**src/rtl/debounce_bank.sv**
```systemverilog
// rtl/debounce_bank.sv - multi-channel synchronise/debounce/edge/auto-repeat input conditioner
//
// Purpose: each channel conditions one raw labkit button or switch into a
// clean level plus one-cycle press/release pulses and an optional
// hold-to-repeat pulse train. Channels are fully independent.
//
// Ports:
//   clock_27mhz       in   1      system clock
//   reset             in   1      synchronous, active-high reset
//   noisy_i           in   WIDTH  raw asynchronous inputs
//   clean_o           out  WIDTH  debounced level (after INVERT)
//   pressed_o         out  WIDTH  one-cycle pulse on clean 0->1
//   released_o        out  WIDTH  one-cycle pulse on clean 1->0
//   repeat_pulse_o    out  WIDTH  press pulse plus auto-repeat pulses
module debounce_bank #(
  parameter int               WIDTH        = 8,
  parameter int               DELAY        = 270000,
  parameter logic [WIDTH-1:0] INVERT       = {WIDTH{1'b0}},
  parameter logic [WIDTH-1:0] REPEAT_EN    = {WIDTH{1'b0}},
  parameter int               REPEAT_START = 8100000,
  parameter int               REPEAT_RATE  = 2700000
) (
  input  logic             clock_27mhz,
  input  logic             reset,
  input  logic [WIDTH-1:0] noisy_i,
  output logic [WIDTH-1:0] clean_o,
  output logic [WIDTH-1:0] pressed_o,
  output logic [WIDTH-1:0] released_o,
  output logic [WIDTH-1:0] repeat_pulse_o
);

  localparam int CW   = $clog2(DELAY + 1);
  localparam int RMAX = (REPEAT_START > REPEAT_RATE) ? REPEAT_START : REPEAT_RATE;
  localparam int RW   = $clog2(RMAX + 1);

  localparam logic [CW-1:0] CNT_LAST   = CW'(DELAY - 1);
  localparam logic [RW-1:0] START_LAST = RW'(REPEAT_START - 1);
  localparam logic [RW-1:0] RATE_LAST  = RW'(REPEAT_RATE - 1);

  for (genvar i = 0; i < WIDTH; i++) begin : g_ch
    logic          s1_q, s2_q, cand_q, clean_q;
    logic          pressed_q, released_q, rpulse_q, rphase_q;
    logic [CW-1:0] cnt_q;
    logic [RW-1:0] rcnt_q;

    logic          s1_d, s2_d, cand_d, clean_d;
    logic          pressed_d, released_d, rpulse_d, rphase_d;
    logic [CW-1:0] cnt_d;
    logic [RW-1:0] rcnt_d;

    always_comb begin
      s1_d       = noisy_i[i] ^ INVERT[i];
      s2_d       = s1_q;
      cand_d     = cand_q;
      cnt_d      = cnt_q;
      clean_d    = clean_q;
      pressed_d  = 1'b0;
      released_d = 1'b0;
      rpulse_d   = 1'b0;
      rcnt_d     = rcnt_q;
      rphase_d   = rphase_q;

      // Any change of the synchronised level restarts the stability window;
      // once full, the counter parks at its last value until the next change.
      if (s2_q != cand_q) begin
        cand_d = s2_q;
        cnt_d  = '0;
      end else if (cnt_q == CNT_LAST) begin
        clean_d = cand_q;
        if (cand_q != clean_q) begin
          pressed_d  = cand_q;
          released_d = ~cand_q;
        end
      end else begin
        cnt_d = cnt_q + 1'b1;
      end

      if (REPEAT_EN[i]) begin
        if (pressed_d) begin
          rpulse_d = 1'b1;
          rcnt_d   = '0;
          rphase_d = 1'b0;
        end else if (clean_q) begin
          // Phase 0 waits out the initial hold delay, phase 1 is periodic.
          if (rcnt_q == (rphase_q ? RATE_LAST : START_LAST)) begin
            rpulse_d = 1'b1;
            rcnt_d   = '0;
            rphase_d = 1'b1;
          end else begin
            rcnt_d = rcnt_q + 1'b1;
          end
        end else begin
          rcnt_d   = '0;
          rphase_d = 1'b0;
        end
      end else begin
        rpulse_d = pressed_d;
        rcnt_d   = '0;
        rphase_d = 1'b0;
      end
    end

    always_ff @(posedge clock_27mhz) begin
      if (reset) begin
        s1_q       <= 1'b0;
        s2_q       <= 1'b0;
        cand_q     <= 1'b0;
        cnt_q      <= '0;
        clean_q    <= 1'b0;
        pressed_q  <= 1'b0;
        released_q <= 1'b0;
        rpulse_q   <= 1'b0;
        rcnt_q     <= '0;
        rphase_q   <= 1'b0;
      end else begin
        s1_q       <= s1_d;
        s2_q       <= s2_d;
        cand_q     <= cand_d;
        cnt_q      <= cnt_d;
        clean_q    <= clean_d;
        pressed_q  <= pressed_d;
        released_q <= released_d;
        rpulse_q   <= rpulse_d;
        rcnt_q     <= rcnt_d;
        rphase_q   <= rphase_d;
      end
    end

    assign clean_o[i]        = clean_q;
    assign pressed_o[i]      = pressed_q;
    assign released_o[i]     = released_q;
    assign repeat_pulse_o[i] = rpulse_q;
  end

endmodule
```
**config.mk**
```make
export PLATFORM = sky130hd
export DESIGN_NAME = debounce_bank
export DESIGN_NICKNAME = d
export VERILOG_FILES = /design/src/rtl/debounce_bank.sv
export SDC_FILE = /design/constraint.sdc
export NUM_CORES = 1
export LEC_CHECK = 0
export CORE_MARGIN = 3
export CORE_UTILIZATION = 30
export DETAILED_ROUTE_END_ITERATION = 10
export PLACE_DENSITY = 0.54
export REMOVE_ABC_BUFFERS = 1
export SLEW_MARGIN = 10
export SYNTH_ARGS = -nofsm -noshare
export SYNTH_HDL_FRONTEND = slang
export SYNTH_SLANG_ARGS = --single-unit
```
**constraint.sdc**
```tcl
create_clock -name clock_27mhz -period 4.4 [get_ports clock_27mhz]
set_input_delay 0.88 -clock clock_27mhz [delete_from_list [all_inputs] [get_ports clock_27mhz]]
set_output_delay 0.88 -clock clock_27mhz [all_outputs]
set_load 0.005 [all_outputs]
```
After elaboration in Yosys (flattened, before gate mapping)
Cells that the tools add are included.
{"block": "classes", "add_sub_neg": 8, "eq_ne": 24, "bitwise_logic": 32, "reduce_logical": 24}
{"cell": "19-bit by 1-bit adder with 19-bit output, second input constant", "count": 8}
{"cell": "19-bit == test, second input constant", "count": 8}
{"cell": "1-bit NOT", "count": 32}
{"cell": "4-bit OR reduction", "count": 8}
{"cell": "1-bit != test", "count": 16}
{"cell": "2-bit AND reduction", "count": 8}
{"cell": "2-bit OR reduction", "count": 8}
{"block": "word_totals", "ff_bits": 200, "inputBits": 10, "out_inout_bits": 32}

Depth between registers and ports, before layout
{"block": "depth", "word_depth": 3, "mapped_depth": 6}

Least setup slack after synthesis
OpenSTA, ideal clock, no wires.
{"block": "synth_path", "kind": "input to register", "startpoint": "input reset", "endpoint": "register g_ch[6].cnt_q[12]", "setup_time_ns": 0.059, "t_arrival_ns": 1.993, "slack_ns": 2.347, "path_stages": 5, "cell_sequence": "clkbuf_1 -> or2_2 -> clkbuf_1 -> or4_1 -> nand2_1"}
{"block": "synth_between", "elab_chain_cells": 1}
{"element": "start: declaration", "line": "24", "rtl": "input logic reset,"}
{"element": "2-bit OR reduction (no line)"}
{"element": "end signal: assignment", "line": "119", "rtl": "cnt_q <= cnt_d;"}
{"element": "end: declaration", "line": "43", "rtl": "logic [CW-1:0] cnt_q;"}
No other way between the ends.
A chain may end at the register's enable or synchronous reset.

Final worst setup path
{"block": "layout_path", "startpoint": "register g_ch[0].clean_q", "endpoint": "output clean_o[0]"}
{"element": "start: declaration", "line": "41", "rtl": "logic s1_q, s2_q, cand_q, clean_q;"}
{"element": "start signal: assignment", "line": "120", "rtl": "clean_q <= clean_d;"}
{"element": "end: declaration", "line": "26", "rtl": "output logic [WIDTH-1:0] clean_o,"}
No word-level cell between the ends.

==> out/summary.txt <==
outcome = finished clean
Synth Flop Type = dfxtp_1
post-synth top area share = 43.7%
hold buffers post-CTS = 0
CTS tree = done
Final Cell Area = 10300 µm²
Total Power = 3.63 mW
Clock Skews = 0.0143 ns
max_cap viols = 0
CTS HTree Levels = 4
CP Capture Type = output pin
CTS root buffer = clkbuf_16
Vias/cell = 5.12
WS Path Type = flop to output pin
# setup viols final = 0
vias after detailed routing = 7398
chip width = 181 µm
Worst EP required = 3.52 ns
time the worst path needs with I/O delays and setup = 2.33 ns
Reg-to-Reg Start = g_ch[0].cnt_q[0]
WL final = 19500 µm
post-synthesis register bit count = 200
CP max stage delay = 0.56 ns
max-slew violations = 0
area grow syn2layout = 12.5%
Largest delay share family, worst path = buffers and inverters
crit path max fanout = 4
critical path arrival = 1.45 ns
total global-route track usage = 11.9%
internal power = 2.73 mW
Sequential Power Share = 51.7%
global-route wire length before repair = 33300 µm
Async SR Flop Fraction = 0%
Initial Util = 30.6%
Overflow after GRT = 0
Site Rows = 63
crit start category = flop
post-synth top area cell = dfxtp_1
Avg Inst Size Synth = 8.74 µm²
nets = 1061
vias in the first global route = 6799
Hold Startpoint = g_ch[1].s1_q
worst path cell trace = clkdlybuf4s50_1
Worst Path Buf+Inv = 1
switching share of total power = 24.7%
RSZ-0062 raised after global routing = no
wire length per cell = 13.5 µm
Combinational Power Share = 3.4%
post-route ant nets = 0
Worst-path clk slew = 0.07 ns
antenna violations before repair = 0
crit path from = g_ch[0].clean_q
Iter 0 DRT Violations = 442
clock share of power = 44.9%
Leak = 3.25 nW
largest net degree at the start of global routing = 42
n_diodes = 0
count of flip-flops with a built-in enable after synthesis = 0
IR drop worst, VDD = 0.285 mV
P_sw = 897 µW
number of setup buffers added after CTS = 0
total core area = 29900 µm²
layout cell share with drive strength beyond 1 = 5.49%
top cells by area, synth = dfxtp_1 (44%), xnor2_1 (4.0%), nor2_1 (3.4%), o21ai_0 (3.2%), nand4_1 (3.1%)
synth unique cells = 56
Slew HR = 47.3%
CP max-delay cell = clkdlybuf4s50_1
drt drc = 0
Final GP Congestion = 0.767
Post-Syn Area = 9150 µm²
Post-CTS Resized = 0
number of port buffers = 41
first-pass iteration count of the detailed router = 7
hold_ws = 0.438 ns
Gate Count Post-Synth = 1047
warnings from Yosys = 0
Power Dens Cells = 352 nW/µm²
Final Cycle Share = 53.1%
Sink Count = 200
Cell Area, Placed = 9680 µm²
f_max = 0.428 GHz
count leader, synth = dfxtp_1
top-level port count = 42
Longest Clk Path Bufs = 2
setup_tns = 0 ns
Die Ht = 181 µm
Synth top cells by count = dfxtp_1 (200), nor2_1 (84), nand2_1 (66)
worst slew pin tran = 0.783 ns
Hold WC Path Type = flop to flop
Total Die Area = 32600 µm²
Num CTS Buffers = 17
hpwl dp = 13600 µm
Skew-Pair Late Insertion Delay = 0.44 ns
Seq/Total Area, Yosys = 43.7%
final hold viol count = 0
final core utilization = 34.5%
-- cells by family (layout without fill, tap and decap cells) --
kind of cell / after synthesis / count (layout) / synth area share (%)
AO/OA/AOI/OAI: 174 / 174 / 11.3
XOR/XNOR: 72 / 72 / 6.89
adder cells (fa/ha/maj): 8 / 8 / 1.09
buffers and inverters: 85 / 94 / 4.88
flip-flops: 200 / 200 / 43.7
multiplexers: 8 / 8 / 0.875
AND/OR/NAND/NOR: 500 / 500 / 31.3
-- path summary, 6_finish.rpt --
check | to | slack (ns) | depth (start not counted)
worst min register to register | g_ch[1].s2_q | 0.44 | 1
worst max-delay path | clean_o[0] | 2.07 | 1
worst max register to register | g_ch[0].cnt_q[18] | 2.19 | 5
worst min-delay path | g_ch[1].s2_q | 0.44 | 1
-- per-layer routing --
layer  vias up  track usage [%]  share of wire (%)
li1       3812                -                  -
met1      3494             17.2                 53
met2        77             18.2                 43
met3        15             2.18                2.4
met4         0             3.32                1.1
met5         -                0                  0
-- cell type report --
type                    instances  area, µm²
inverters                      20       75.1
clock buffers                  18        439
fillers                      3028      19600
well taps                     390        488
multi-input cells             762       4700
flip-flops and latches        200       4000
repair buffers                 42        413
clock inverters                14        175
-- power by group through the flow --
stage               Clock, mW  Combinational (mW)  Sequential [mW]
floorplan                   0              0.0775             1.91
global placement            0               0.123             1.92
detailed placement          0               0.125             1.92
CTS                      1.69               0.126             1.88
global route             1.74               0.140             1.88
finish                   1.63               0.122             1.88
-- per-stage QoR --
step / worst slack, ns / std cells
3_5_place_dp: 1.75 / 1414
6_report: 2.07 / 1446
5_1_grt: 1.98 / 1446
4_1_cts: 2.05 / 1446
3_3_place_gp: 1.81 / 1414
2_1_floorplan: 2.53 / 982
-- cell usage in the layout, fill, tap and decap left out, types with 5 or more instances in the layout --
cell type / instances
dfxtp_1: 200
xor2_1: 30
a21oi_1: 48
mux2i_1: 8
or2_2: 12
and4_1: 23
a211oi_1: 10
and4b_1: 5
clkbuf_16: 17
nand3_1: 56
nor4b_1: 9
a31oi_1: 23
inv_6: 5
o31ai_1: 6
and2_1: 5
clkdlybuf4s50_1: 40
o21ai_0: 59
ha_1: 8
nand2_1: 66
inv_1: 20
nor2b_1: 25
and3_1: 18
or3_1: 38
nor3b_1: 7
nand4_1: 45
nor4bb_1: 11
nor3_1: 36
nor2_1: 84
or4_1: 9
xnor2_1: 42
nor4_1: 35
-- registers in the layout, summed over array words and instances (netlist names) --
signal,flops
g_ch.s1_q,8
g_ch.cnt_q,152
g_ch.clean_q,8
g_ch.released_q,8
g_ch.cand_q,8
g_ch.rpulse_q,8
g_ch.s2_q,8
(Power assumes the default switching activity.)
